File: src/rtl/cmd_sequencer.sv
// cmd_sequencer: parses header+operand byte stream and dispatches commands to CPU or memory unit
module cmd_sequencer #(
  parameter int TIMEOUT = 64,
  parameter int CNT_W = 16
) (
  input  logic             clk,
  input  logic             rst,
  input  logic             in_valid,
  input  logic [7:0]       in_data,
  output logic             in_ready,
  output logic             cpu_req,
  output logic [1:0]       cpu_op,
  output logic [7:0]       cpu_op1,
  output logic [7:0]       cpu_op2,
  input  logic             cpu_done,
  output logic             mem_req,
  output logic [1:0]       mem_op,
  output logic [7:0]       mem_reg,
  output logic [15:0]      mem_src,
  output logic [15:0]      mem_dst,
  input  logic             mem_done,
  output logic             err,
  output logic             busy,
  output logic [CNT_W-1:0] cmd_count
);
  localparam int TW = $clog2(TIMEOUT);
  typedef enum logic [1:0] {IDLE, COLLECT, WAIT_CPU, WAIT_MEM} state_t;
  state_t state, state_n;
  logic          is_mem;
  logic [1:0]    code_q;
  logic [2:0]    left;
  logic [23:0]   sh;
  logic [TW-1:0] tcnt;
  logic          acc, hdr, legal, len1, last, done, tout, waiting;
  logic [31:0]   full;
  // Header decode, completion/timeout detection and next-state selection
  always_comb begin
    acc = in_valid && in_ready;
    hdr = state == IDLE && acc;
    legal = (in_data[7:6] == 2'b00 && in_data[5:0] <= 6'd2) || (in_data[7:6] == 2'b01 && in_data[5:0] <= 6'd3);
    len1 = in_data[5:0] == 6'd0;
    last = state == COLLECT && acc && left == 3'd1;
    done = (state == WAIT_CPU && cpu_done) || (state == WAIT_MEM && mem_done);
    waiting = state == WAIT_CPU || state == WAIT_MEM;
    tout = waiting && !done && tcnt == TW'(TIMEOUT - 1);
    full = {sh, in_data};
    state_n = state;
    case (state)
      IDLE:    state_n = hdr && legal && !len1 ? COLLECT : IDLE;
      COLLECT: state_n = last ? (is_mem ? WAIT_MEM : WAIT_CPU) : COLLECT;
      default: state_n = done || tout ? IDLE : state;
    endcase
  end
  // State register
  always_ff @(posedge clk or posedge rst)
    if (rst) state <= IDLE;
    else state <= state_n;
  assign busy = state != IDLE;
  // Operand capture, request issue/retire, timeout counting, error and completion count
  always_ff @(posedge clk or posedge rst) begin
    if (rst) begin
      in_ready <= 1'b0;
      cpu_req <= 1'b0;
      cpu_op <= '0;
      cpu_op1 <= '0;
      cpu_op2 <= '0;
      mem_req <= 1'b0;
      mem_op <= '0;
      mem_reg <= '0;
      mem_src <= '0;
      mem_dst <= '0;
      err <= 1'b0;
      cmd_count <= '0;
      is_mem <= 1'b0;
      code_q <= '0;
      left <= '0;
      sh <= '0;
      tcnt <= '0;
    end else begin
      in_ready <= state_n == IDLE || state_n == COLLECT;
      err <= (hdr && !legal) || tout;
      cmd_count <= cmd_count + CNT_W'((hdr && legal && len1) || done);
      if (hdr) begin
        is_mem <= in_data[6];
        code_q <= in_data[1:0];
        left <= in_data[6] ? (in_data[1:0] == 2'd3 ? 3'd4 : 3'd3) : 3'd2;
      end
      if (state == COLLECT && acc) begin
        sh <= full[23:0];
        left <= left - 3'd1;
      end
      tcnt <= waiting && !done ? tcnt + TW'(1) : '0;
      if (last && !is_mem) begin
        cpu_req <= 1'b1;
        cpu_op <= code_q;
        cpu_op1 <= full[15:8];
        cpu_op2 <= full[7:0];
      end
      if (last && is_mem) begin
        mem_req <= 1'b1;
        mem_op <= code_q;
        mem_reg <= code_q == 2'd3 ? 8'd0 : full[23:16];
        mem_src <= code_q == 2'd3 ? full[31:16] : full[15:0];
        mem_dst <= code_q == 2'd3 ? full[15:0] : 16'd0;
      end
      if (done || tout) begin
        cpu_req <= 1'b0;
        mem_req <= 1'b0;
      end
    end
  end
endmodule
File: config.mk
export PLATFORM = sky130hd
export DESIGN_NAME = cmd_sequencer
export DESIGN_NICKNAME = d
export VERILOG_FILES = /design/src/rtl/cmd_sequencer.sv
export SDC_FILE = /design/constraint.sdc
export NUM_CORES = 1
export LEC_CHECK = 0
export ABC_AREA = 1
export CAP_MARGIN = 20
export CORE_ASPECT_RATIO = 0.8
export CORE_UTILIZATION = 35
export CTS_CLUSTER_SIZE = 14
export DETAILED_ROUTE_END_ITERATION = 8
export GPL_ROUTABILITY_DRIVEN = 0
export MAX_ROUTING_LAYER = met4
export PLACE_DENSITY = 0.63
export SYNTH_ARGS = -nofsm -noshare
export SYNTH_HDL_FRONTEND = slang
export SYNTH_SLANG_ARGS = --single-unit
File: constraint.sdc
create_clock -name clk -period 11.4 [get_ports clk]
set_input_delay 2.85 -clock clk [delete_from_list [all_inputs] [get_ports clk]]
set_output_delay 2.85 -clock clk [all_outputs]
set_load 0.01 [all_outputs]
==> results of run 1 <==
## critical path: cells and delay by family
kind	cells	cell delay [ns]
AOI/OAI and AO/OA	1	0.16
adders and majority gates	2	0.36
buffers and inverters	1	0.45
and+or+nand+nor	8	1.34
## power breakdown
part           leakage (nW)  switching [mW]  total [mW]  internal, mW
clock network         0.303           0.178       0.542         0.365
registers              1.57          0.0782       0.614         0.535
logic                  1.32           0.228       0.412         0.184
## kinds of logic after synthesis
logic type | count (synthesis) | share of synthesized area (%)
flip-flops | 118 | 58.9
AO/OA/AOI/OAI | 99 | 9.89
AND/OR/NAND/NOR | 269 | 21.4
XOR/XNOR | 10 | 1.75
adder cells (fa/ha/maj) | 6 | 1.50
buffers and inverters | 77 | 6.52
## cells in the final DEF (no fill, tap or decap), drive strengths merged, types with 3 or more instances in the layout
cell type,instances
xnor2,4
nand2,206
a21oi,6
nand3,14
nor2,36
dfrtp,118
buf,4
clkbuf,23
xor2,6
clkinv,5
nor3,4
bufinv,3
inv,55
o21ai,93
ha,6
nand4,4
clkdlybuf4s50,93
## stage by stage
| stage | cells | cell area, µm² | hold WS [ns] | total power, mW |
|---|---|---|---|---|
| 4_1_cts | 864 | 6670 | 0.475 | 1.58 |
| 3_3_place_gp | 832 | 6060 | 0.446 | 1.02 |
| 6_report | 866 | 6730 | 0.471 | 1.57 |
| 5_1_grt | 866 | 6730 | 0.499 | 1.66 |
| 2_1_floorplan | 579 | 5010 | 0.433 | 0.817 |
| 3_5_place_dp | 832 | 6060 | 0.462 | 1.03 |
## cell type report
class                           instances  area share [%]
Tap cell                              180            3.35
Multi-Input combinational cell        384            25.7
Clock buffer                           23            7.25
Clock inverter                          9            1.82
Inverter                               55            3.11
Sequential cell                       118            43.9
Timing Repair Buffer                   97            14.9
## metal layers
layer	part of all wire (%)	wire length, µm	up-vias	GRT usage (%)
met1	49	6200	1897	26.2
met4	0.61	76	0	5.06
met2	43	5390	121	25.8
li1	-	-	2005	-
met5	0	0	-	-
met3	6.9	867	6	6.32
## final timing paths
| kind | endpoint | slack (ns) | cells past startpoint |
|---|---|---|---|
| setup / recovery | cmd_count[10]$_DFF_PP0_ | 6.53 | 12 |
| hold / removal | tcnt[0]$_DFF_PP0_ | 0.47 | 1 |
| setup reg to reg | cmd_count[10]$_DFF_PP0_ | 8.91 | 12 |
| hold reg to reg | tcnt[0]$_DFF_PP0_ | 0.47 | 1 |
| max in group asynchronous | sh[0]$_DFFE_PP0P_ | 7.57 | 4 |
| min in group asynchronous | cmd_count[9]$_DFF_PP0_ | 2.79 | 2 |
==> impl_metrics.yaml, run 1 <==
logic_synthesis:
  synth_nets: 598
  syn_area_per_cell_um2: 8.65
  post-synth-top-count-cell: "nand2_1"
  synthTopCellsByArea: "dfrtp_1 59%, nand2_1 15%, o21ai_0 9.3%, inv_1 4.0%, nor2_1 2.6%"
  synth_ff_type: "dfrtp_1"
  yosysWarnings: 0
  syn-instance-count: 579
  yosys_register_bits: 118
  synth_cell_types: 23
  yosysTopAreaCell: "dfrtp_1"
  synthArstFlopShare_pct: 100
  synth_commonest_cells: "206 x nand2_1, 118 x dfrtp_1, 93 x o21ai_0"
  synth_top_area_share_pct: 58.9
  seq_area_frac_synth_pct: 58.9
  synth_edf_count: 0
  syn_area_um2: 5010
pwr:
  cellPowerDensity_nw_per_um2: 233
  p_leak_nw: 3.19
  peakVddDrop_mv: 0.106
grt:
  grt_pass1_vias: 3906
  grt.overflow.total: 0
  antenna_found_initial: 0
  grt_pass1_wl_mm: 20.2
  grt_usage_pct: 18.8
  grt_max_degree: 89
route:
  vias: 4029
  first_pass_iters: 5
  drt_iter0_markers: 282
  routed_wl_mm: 12.5
  postRouteAntennaNets: 0
  drc: 0
  via_per_inst: 4.65
  routedWlPerCell_um: 14.5
floorplanning:
  die_w_um: 136
  row_count: 38
  die_h_um: 109
  die_area_um2: 14800
  start_util_pct: 36.5
  core_area_um2: 13700
  num_io_pins: 94
clocking:
  numCtsBuffers: 17
  path_clk_slew_ns: 0.05
  clock_sinks: 118
  post_cts_buffers: 0
  htree_levels: 4
  cts_root_buf: "clkbuf_16"
  cts_tree: "done"
  cts_resized: 0
  clk_latency_ns: 0.41
  hold_buffers: 0
  cts_max_path_buffers: 2
final_layout:
  syn2layout_area_growth_pct: 34.3
  largest_reg_flops: 24
  layout.nets: 692
  drive_above_1_share_pct: 5.98
  fillers: 1282
  multiInputGateArea_um2: 1730
  n_antenna_cell: 0
  seq_area_um2: 2950
  fin_util_pct: 49.0
  top_register: "sh"
worst_hold_path:
  hp-class: "register to register"
  hold_start: "tcnt[0]$_DFF_PP0_"
worst_setup_path:
  worstSetupPathType: "input port to register"
  cp_slowest_cell: "clkdlybuf4s50_1"
  arrival_ns: 5.17
  critPathLaunchType: "input port"
  startpoint: "in_valid"
  r2r-start: "state[0]$_DFF_PP0_"
  cpMostUsedCell: "nand2_1"
  slowest_delay_ns: 0.45
  cp_cell_sequence: "clkdlybuf4s50_1 -> nand2_1 -> nor2_1 -> nand4_1 -> nand2_1 -> ha_1 -> ha_1 -> nand2_1 -> nor2_1 -> nand2_1 -> o21ai_0 -> nand2_1"
  cp_max_fo: 8
  crit_path_end_kind: "register"
  required_ns: 11.69
sta:
  clock.fmax_mhz: 205
  worst_pin_slew_ns: 0.856
  finalMaxSlewViolations: 0
  max_slew_margin_pct: 42.9
  rsz0062_at_grt: "no"
  setup_viol_count_final: 0
  skew_ns: 0.00715
  hold_viol_final: 0
  final.setup.worst_slack_ns: 6.53
  finalCritPeriodShare_pct: 42.8
  setup_tns_ns: 0
  min_period_ns: 4.87
placed_design:
  dp_slack_ns: 6.05
  dp_hpwl_mm: 8.81
  io_buffers: 93
job:
  maxCapViolations: 0
outcome:
  outcome: "finished, final reports clean"
Power figures use the tool's default switching activity.
==> run 2: changes to the inputs <==
- clock period: 11.4 -> 4.9 ns (I/O delays scaled with it)
==> impl_metrics.yaml, run 2 (synthesized netlist as in run 1, its figures left out) <==
worst_setup_path:
  cp_cell_sequence: "clkdlybuf4s50_1 -> nand2_1 -> nor2_1 -> nand4_1 -> nand2_1 -> ha_1 -> ha_1 -> nand2_1 -> nor2_1 -> nand2_1 -> o21ai_0 -> nand2_1"
  cpMostUsedCell: "nand2_1"
  slowest_delay_ns: 0.45
  worstSetupPathType: "input port to register"
  arrival_ns: 3.48
  crit_path_end_kind: "register"
  worstRegToRegCells: 12
  cp_slowest_cell: "clkdlybuf4s50_1"
  required_ns: 5.19
  critPathLaunchType: "input port"
  startpoint: "in_valid"
  reg2reg_to: "cmd_count[10]$_DFF_PP0_"
  r2r-start: "state[0]$_DFF_PP0_"
  rrSetupSlack_ns: 2.50
  cp_max_fo: 8
sta:
  worst_pin_slew_ns: 0.838
  min_period_ns: 3.18
  max_slew_margin_pct: 44.0
  finalCritPeriodShare_pct: 65.0
  rsz0062_at_grt: "no"
  finalMaxSlewViolations: 0
  setup_tns_ns: 0
  setup_viol_count_final: 0
  skew_ns: 0.0113
  hold_viol_final: 0
  clock.fmax_mhz: 314
clocking:
  path_clk_slew_ns: 0.05
  cts_tree: "done"
  hold_buffers: 0
  cts_root_buf: "clkbuf_16"
  numCtsBuffers: 17
  cts_resized: 0
  post_cts_buffers: 0
  clock_sinks: 118
  clk_latency_ns: 0.41
  htree_levels: 4
  cts_max_path_buffers: 2
final_layout:
  layout.nets: 692
  layout_commonest_cell: "nand2_1"
  top_register: "sh"
  stdcell_count: 866
  fillers: 1270
  n_antenna_cell: 0
  drive_above_1_share_pct: 5.98
  final_cell_mix: "206 x nand2_1, 118 x dfrtp_1, 93 x o21ai_0, 93 x clkdlybuf4s50_1, 52 x inv_1"
  largest_reg_flops: 24
  syn2layout_area_growth_pct: 35.1
route:
  via_per_inst: 4.65
  drc: 0
  routedWlPerCell_um: 14.3
  postRouteAntennaNets: 0
  first_pass_iters: 7
  routed_wl_mm: 12.4
  drt_iter0_markers: 321
  vias: 4031
pwr:
  cellPowerDensity_nw_per_um2: 555
  total_power_mw: 3.75
  p_leak_nw: 3.21
  peakVddDrop_mv: 0.284
grt:
  grt_pass1_vias: 3793
  grt.overflow.total: 0
  grt_usage_pct: 18.5
  grt_pass1_wl_mm: 19.9
  grt_max_degree: 62
  antenna_found_initial: 0
floorplanning:
  die_h_um: 109
  die_area_um2: 14800
  core_area_um2: 13700
  row_count: 38
  num_io_pins: 94
  start_util_pct: 36.5
  die_w_um: 136
worst_hold_path:
  hold_start: "tcnt[0]$_DFF_PP0_"
  hold_path_end: "tcnt[0]$_DFF_PP0_"
  hp-class: "register to register"
  holdPathStages: 1
placed_design:
  dp_hpwl_mm: 8.74
  placed_cells: 833
  io_buffers: 93
outcome:
  outcome: "finished, final reports clean"
job:
  maxCapViolations: 0
run 2: cell types whose count changed in the layout (fill, tap and decap cells not counted), sizes merged:
cell and change:
clkinv -1, bufinv +2, clkinvlp -1
run 2: layout make-up:
cell class	count	area, µm²	share of cell area [%]
repair buffers	97	993	14.7
flip-flops and latches	118	2950	43.6
inverters	55	209	3.09
multi-input cells	384	1730	25.6
clock buffers	23	488	7.21
clock inverters	9	170	2.51
well taps	180	225	3.33
run 2: worst max path at each step:
stage / endpoint / slack, ns / cells after the start
2_1_floorplan: cmd_count[0]$_DFF_PP0_ / 0.55 / 1
3_3_place_gp: cpu_op1[1]$_DFFE_PP0P_ / 1.31 / 6
3_5_place_dp: cpu_op2[5]$_DFFE_PP0P_ / 1.17 / 6
4_1_cts: cpu_op1[5]$_DFFE_PP0P_ / 1.63 / 6
5_1_grt: cmd_count[10]$_DFF_PP0_ / 1.44 / 13
6_report: cmd_count[10]$_DFF_PP0_ / 1.72 / 12
run 2: routing by layer:
metal / vias up / GRT usage (%) / part of all wire, %
met1: 1882 / 27.0 / 52
met5: - / - / 0
met4: 0 / 6.74 / 1.2
met3: 14 / 4.70 / 5.3
met2: 121 / 24.6 / 41
li1: 2014 / - / -
run 2: through the flow:
| stage | worst slack [ns] | hold WS, ns | util, % | area, µm² |
|---|---|---|---|---|
| after global routing | 1.44 | 0.485 | 49.3 | 6770 |
| after detailed placement | 1.17 | 0.464 | 44.3 | 6080 |
| after CTS | 1.63 | 0.472 | 49.1 | 6740 |
| after floorplan | 0.546 | 0.433 | - | 5010 |
| after global placement | 1.31 | 0.445 | 44.3 | 6080 |
| final | 1.72 | 0.471 | 49.3 | 6770 |
run 2: worst max-delay path, delay by kind of cell:
family	cells	cell delay, ns
AO/OA/AOI/OAI	1	0.15
adder cells (fa/ha/maj)	2	0.35
buffers and inverters	1	0.45
AND/OR/NAND/NOR	8	1.30
run 2: power breakdown:
part	leakage, nW	total [mW]	internal, mW	switching, mW
sequential	1.57	1.43	1.25	0.185
clock	0.327	1.37	0.952	0.417
combinational	1.31	0.955	0.427	0.528
